**src/rtl/i2s_pkg.sv**
```systemverilog
// Shared constants and helpers for the I2S transmit engine.
package i2s_pkg;

    localparam logic MODE_I2S = 1'b0;
    localparam logic MODE_LJ  = 1'b1;

    localparam logic LR_LEFT  = 1'b0;
    localparam logic LR_RIGHT = 1'b1;

    typedef enum logic [1:0] {
        SLOT_NONE,
        SLOT_LEFT,
        SLOT_RIGHT
    } slot_ev_e;

    function automatic int unsigned level_width(input int unsigned depth);
        return $clog2(depth) + 1;
    endfunction

endpackage

```
**src/rtl/i2s_sample_fifo.sv**
```systemverilog
// Stereo sample FIFO: WIDTH x DEPTH, registered level with full/empty flags.
module i2s_sample_fifo
    import i2s_pkg::*;
#(
    parameter int unsigned WIDTH = 48,
    parameter int unsigned DEPTH = 4
) (
    input  logic                            clk,
    input  logic                            rst,
    input  logic                            push,
    input  logic [WIDTH-1:0]                wdata,
    input  logic                            pop,
    output logic [WIDTH-1:0]                rdata,
    output logic [level_width(DEPTH)-1:0]   level,
    output logic                            full,
    output logic                            empty
);

    localparam int unsigned PTR_W = $clog2(DEPTH);
    localparam int unsigned LVL_W = level_width(DEPTH);

    logic [WIDTH-1:0] mem [DEPTH];
    logic [PTR_W-1:0] wr_ptr;
    logic [PTR_W-1:0] rd_ptr;
    logic             do_push;
    logic             do_pop;

    assign full    = (level == LVL_W'(DEPTH));
    assign empty   = (level == '0);
    assign do_pop  = pop && !empty;
    // A simultaneous pop frees a slot, so a push into a full FIFO still lands.
    assign do_push = push && (!full || do_pop);
    assign rdata   = mem[rd_ptr];

    always_ff @(posedge clk or negedge rst) begin
        if (!rst) begin
            wr_ptr <= '0;
            rd_ptr <= '0;
            level  <= '0;
        end else begin
            if (do_push) wr_ptr <= wr_ptr + PTR_W'(1);
            if (do_pop)  rd_ptr <= rd_ptr + PTR_W'(1);
            case ({do_push, do_pop})
                2'b10:   level <= level + LVL_W'(1);
                2'b01:   level <= level - LVL_W'(1);
                default: level <= level;
            endcase
        end
    end

    always_ff @(posedge clk) begin
        if (do_push) mem[wr_ptr] <= wdata;
    end

endmodule

```
**src/rtl/i2s_tx_fifo_engine.sv**
```systemverilog
// Stereo I2S / left-justified transmitter, bus slave to external BCLK/LRCLK,
// fed from a sample FIFO with valid/ready handshake.
module i2s_tx_fifo_engine
    import i2s_pkg::*;
#(
    parameter int unsigned DATA_W      = 24,
    parameter int unsigned SLOT_W      = 32,
    parameter int unsigned FIFO_DEPTH  = 4,
    parameter int unsigned SYNC_STAGES = 2
) (
    input  logic                                  clk,
    input  logic                                  rst,
    input  logic                                  mode,
    input  logic                                  mute,
    input  logic                                  s_valid,
    output logic                                  s_ready,
    input  logic [DATA_W-1:0]                     s_left,
    input  logic [DATA_W-1:0]                     s_right,
    output logic [level_width(FIFO_DEPTH)-1:0]    fifo_level,
    output logic                                  underrun,
    input  logic                                  i2s_bclk,
    input  logic                                  i2s_lr,
    output logic                                  i2s_d_out
);

    logic [SYNC_STAGES-1:0] bclk_sync;
    logic [SYNC_STAGES-1:0] lr_sync;
    logic                   bclk_s;
    logic                   lr_s;
    logic                   bclk_d;
    logic                   fe;
    logic                   lr_last;
    logic                   lr_armed;
    slot_ev_e               slot_ev;

    logic                   fifo_push;
    logic                   fifo_pop;
    logic [2*DATA_W-1:0]    fifo_rdata;
    logic                   fifo_full;
    logic                   fifo_empty;

    logic [SLOT_W-1:0]      shift_q, shift_n;
    logic [DATA_W-1:0]      hold_q, hold_n;
    logic                   mode_q, mode_n;
    logic                   mute_q, mute_n;
    logic                   delay_q;
    logic                   tx_bit;

    function automatic logic [SLOT_W-1:0] slot_align(input logic [DATA_W-1:0] s);
        logic [SLOT_W-1:0] v;
        v = '0;
        v[SLOT_W-1 -: DATA_W] = s;
        return v;
    endfunction

    assign bclk_s = bclk_sync[SYNC_STAGES-1];
    assign lr_s   = lr_sync[SYNC_STAGES-1];
    assign fe     = bclk_d & ~bclk_s;

    // LEFT_START needs lr_last to have genuinely seen the right slot since
    // reset; the reset value of lr_last alone does not qualify.
    always_comb begin
        slot_ev = SLOT_NONE;
        if (fe) begin
            if (lr_armed && lr_last == LR_RIGHT && lr_s == LR_LEFT)
                slot_ev = SLOT_LEFT;
            else if (lr_last == LR_LEFT && lr_s == LR_RIGHT)
                slot_ev = SLOT_RIGHT;
        end
    end

    assign s_ready   = ~fifo_full;
    assign fifo_push = s_valid & s_ready;
    assign fifo_pop  = (slot_ev == SLOT_LEFT);

    i2s_sample_fifo #(
        .WIDTH (2 * DATA_W),
        .DEPTH (FIFO_DEPTH)
    ) u_fifo (
        .clk   (clk),
        .rst   (rst),
        .push  (fifo_push),
        .wdata ({s_left, s_right}),
        .pop   (fifo_pop),
        .rdata (fifo_rdata),
        .level (fifo_level),
        .full  (fifo_full),
        .empty (fifo_empty)
    );

    always_comb begin
        shift_n = {shift_q[SLOT_W-2:0], 1'b0};
        hold_n  = hold_q;
        mode_n  = mode_q;
        mute_n  = mute_q;
        case (slot_ev)
            SLOT_LEFT: begin
                mode_n  = mode;
                mute_n  = mute;
                hold_n  = fifo_empty ? '0 : fifo_rdata[DATA_W-1:0];
                shift_n = slot_align(fifo_empty ? '0 : fifo_rdata[2*DATA_W-1:DATA_W]);
            end
            SLOT_RIGHT: shift_n = slot_align(hold_q);
            default:    ;
        endcase
        tx_bit = shift_n[SLOT_W-1] & ~mute_n;
    end

    always_ff @(posedge clk or negedge rst) begin
        if (!rst) begin
            bclk_sync <= '0;
            lr_sync   <= '0;
            bclk_d    <= 1'b0;
            lr_last   <= LR_RIGHT;
            lr_armed  <= 1'b0;
            shift_q   <= '0;
            hold_q    <= '0;
            mode_q    <= MODE_I2S;
            mute_q    <= 1'b0;
            delay_q   <= 1'b0;
            i2s_d_out <= 1'b0;
            underrun  <= 1'b0;
        end else begin
            bclk_sync <= {bclk_sync[SYNC_STAGES-2:0], i2s_bclk};
            lr_sync   <= {lr_sync[SYNC_STAGES-2:0], i2s_lr};
            bclk_d    <= bclk_s;
            underrun  <= (slot_ev == SLOT_LEFT) && fifo_empty;
            if (fe) begin
                lr_last <= lr_s;
                if (lr_s == LR_RIGHT) lr_armed <= 1'b1;
                shift_q <= shift_n;
                hold_q  <= hold_n;
                mode_q  <= mode_n;
                mute_q  <= mute_n;
                delay_q <= tx_bit;
                i2s_d_out <= (mode_n == MODE_LJ) ? tx_bit : (delay_q & ~mute_n);
            end
        end
    end

endmodule
```
**config.mk**
```make
export PLATFORM = sky130hd
export DESIGN_NAME = i2s_tx_fifo_engine
export DESIGN_NICKNAME = d
export VERILOG_FILES = /design/src/rtl/i2s_pkg.sv /design/src/rtl/i2s_sample_fifo.sv /design/src/rtl/i2s_tx_fifo_engine.sv
export SDC_FILE = /design/constraint.sdc
export NUM_CORES = 1
export LEC_CHECK = 0
export ABC_AREA = 1
export BUFFER_PORTS_ARGS = -buffer_cell sky130_fd_sc_hd__buf_2
export CAP_MARGIN = 15
export CORE_UTILIZATION = 45
export DETAILED_ROUTE_END_ITERATION = 10
export RECOVER_POWER = 25
export SLEW_MARGIN = 30
export SYNTH_ARGS = -nofsm -noshare
export SYNTH_HDL_FRONTEND = slang
export SYNTH_SLANG_ARGS = --single-unit
```
**constraint.sdc**
```tcl
create_clock -name clk -period 8.1 [get_ports clk]
set_input_delay 0 -clock clk [delete_from_list [all_inputs] [get_ports clk]]
set_output_delay 0 -clock clk [all_outputs]
set_load 0.005 [all_outputs]
```
==> key figures <==
Status
  – Status: complete, no violations

Global routing
  – Initial antenna violation count: 0
  – Number of global-route vias before repair: 6265
  – Global-route wire length before repair: 33.8 mm
  – Overflow left after global routing: 0
  – Largest net degree at the start of global routing: 67
  – Total track usage: 18.4%

Power and ir drop
  – Cell Int Power: 2.93 mW
  – Reg power frac: 44.7%
  – Cell area power density: 346 nW/um2
  – Logic pwr share: 22.9%
  – Leak: 4.70 nW
  – Clock power share: 32.4%
  – Peak supply drop: 0.176 mV
  – Design Power: 4.23 mW
  – Switching share of power: 30.8%
  – Sw power: 1.30 mW

Logic synthesis
  – Share of the synthesized area in the top cell type: 56.4%
  – Synth Area per Inst: 11.9 um2
  – Mapped cell area: 10200 um2
  – Yosys top cell by area: edfxtp_1
  – Sequential fraction of the synthesis area: 72.6%
  – Yosys Warn Count: 0
  – Mapped Cells: 857
  – Top cells by area, synth: edfxtp_1 (56%), dfrtp_1 (16%), nand2_1 (5.7%)
  – Number of distinct library cells after synthesis: 31
  – Syn nets: 918
  – Seq cells post-synth: 258

Cells and area
  – Share of layout cells above drive strength 1: 9.98%
  – Most frequent cells in the layout: edfxtp_1 (192), nand2_1 (154), o21ai_0 (92), nor2_1 (85), nand3_1 (84)
  – Leading cell type in the layout, fill and taps excluded: edfxtp_1
  – # diodes: 0
  – Area Overhead vs Synth: 19.8%
  – Layout Utilization: 55.6%
  – Fin nets: 1021

Setup path
  – Crit path max fanout: 39
  – Reg-to-reg setup timing slack: 4.79 ns
  – Worst path cell trace: nor2_4 -> nand2_4 -> nor2_4 -> ha_1 -> inv_1 -> fa_1 -> a21oi_1 -> o21ai_0 -> xor2_1
  – Crit end category: register
  – CP arrival: 3.72 ns
  – Worst Setup Path Type: reg -> reg
  – Crit path launch type: register
  – CP Data Required Time: 8.51 ns
  – Crit-path slowest cell: nor2_4
  – R2R cell count: 9
  – CP peak stage delay: 0.77 ns
  – CP dominant cell by count: nor2_4

Routing
  – # DRC: 0
  – Post-route ant nets: 0
  – DR WL met2: 9.99 mm
  – Met3 wire len: 942 um
  – DR pass1 iterations: 6
  – Via density: 5.16
  – DR vias: 6514
  – Drt total wl: 21.1 mm
  – Wire length on met1: 9.91 mm
  – Drt wl/cell: 16.7 um
  – Detailed Route Iter0 Violations: 501
  – Max layer used: met4

Timing
  – Final number of hold-violating endpoints: 0
  – Hold WS: 0.120 ns
  – Worst Slack Setup Final: 4.79 ns
  – Tmin final: 3.31 ns
  – Setup Viol. Count Final: 0
  – Final Slew Violations: 0
  – FMAX: 302 MHz
  – Clock skew: 0.0188 ns
  – Least-Margin Pin Slew: 0.925 ns
  – Slew margin rel.: 38.3%
  – RSZ-0062 raised after global routing: false
  – Setup TNS: 0 ns
  – Period utilization: 40.9%

Floorplan
  – FP Rows: 54
  – Die X: 153 um
  – Die Y: 153 um
  – IO Pins: 61
  – Core Area: 22000 um2
  – Die area: 23300 um2
  – Starting Density: 46.4%

Clock network
  – CTS Sinks: 258
  – CTS tree: done
  – Root Driver: clkbuf_16
  – Worst skew pair latency: 0.53 ns
  – Reg clk slew, reported paths: 0.06 ns
  – Maximum buffer depth of the clock tree: 3
  – Post_cts resized: 0
  – H-tree Lvls: 1
  – Total CTS buffers: 28

Flow run
  – Max_cap viols: 0

Placed design
  – Detail Placement HPWL: 11.5 mm
  – PortBufs: 60
  – Gpl congestion: 0.787
  – Pre-CTS setup slack: 4.77 ns

Worst hold path
  – HP Class: in -> async
[cell type report]
cell class | instances | area [um2]
clock buffers | 33 | 771
clock inverters | 19 | 254
fillers | 1834 | 9780
inverters | 56 | 213
multi-input cells | 495 | 2380
flip-flops and latches | 258 | 7420
well taps | 280 | 350
repair buffers | 121 | 851
[worst max-delay path, delay by kind of cell (launching register included)]
| family | cells | cell delay [ns] |
|---|---|---|
| AO/OA/AOI/OAI | 2 | 0.25 |
| XOR/XNOR | 1 | 0.15 |
| adder cells (fa/ha/maj) | 2 | 0.65 |
| buffers and inverters | 1 | 0.06 |
| flip-flops | 1 | 0.40 |
| AND/OR/NAND/NOR | 3 | 1.66 |
[flip-flops by register name (all words and copies together) (netlist names), 2 cells and up]
signal         cells
hold_q            24
shift_q           23
u_fifo.rd_ptr      2
bclk_sync          2
u_fifo.wr_ptr      2
u_fifo.mem       192
lr_sync            2
u_fifo.level       3
[logic make-up after synthesis]
| logic type | share of synthesized area [%] |
|---|---|
| AND/OR/NAND/NOR | 13.8 |
| flip-flops | 72.6 |
| AO/OA/AOI/OAI | 7.95 |
| adder cells (fa/ha/maj) | 0.808 |
| XOR/XNOR | 0.428 |
| buffers and inverters | 4.38 |
[path summary, 6_finish.rpt]
path	start	to
max reg2reg	bclk_sync[1]$_DFF_PN0_	u_fifo.level[2]$_DFFE_PN0P_
min reg2reg	lr_sync[0]$_DFF_PN0_	lr_sync[1]$_DFF_PN0_
min in group clk	s_valid	u_fifo.wr_ptr[0]$_DFFE_PN0P_
min	rst	shift_q[22]$_DFFE_PN0N_
max	bclk_sync[1]$_DFF_PN0_	u_fifo.level[2]$_DFFE_PN0P_
max in group asynchronous	rst	u_fifo.rd_ptr[0]$_DFFE_PN0P_
[power by group through the flow]
stage	Clock (mW)	Sequential [mW]	Combinational (mW)
floorplan	0	1.86	0.699
global placement	0	1.91	0.957
detailed placement	0	1.92	0.973
CTS	1.40	1.89	0.998
global route	1.45	1.92	1.10
finish	1.37	1.89	0.971
[what timing repair did]
action	in CTS	in global routing
hold buffers	53	0
buffers inserted	0	0
hold endpoints to repair	263	0
[through the flow]
stage          cell area, um2  instances
6_report                12200       1262
5_1_grt                 12200       1262
4_1_cts                 12300       1262
3_5_place_dp            10700       1157
3_3_place_gp            10700       1157
2_1_floorplan           10200        857
[Yosys cell counts (all sizes together)]
cell and number:
xnor2 1, a21oi 11, clkbuf 16, edfxtp 192, nand2 157, o21ai 96, o211ai 1, buf 32
dfrtp 65, nand3 84, o22a 10, o22ai 26, fa 1, nor2 92, or2 3, a31oi 3
ha 5, dfstp 1, nand4 1, inv 56, xor2 4
[layer usage]
metal  track usage, %  vias up
li1                 -     3183
met2             29.9      154
met5                0        -
met4             4.86        0
met1             26.1     3150
met3             2.47       27
Power figures use the tool's default switching activity.
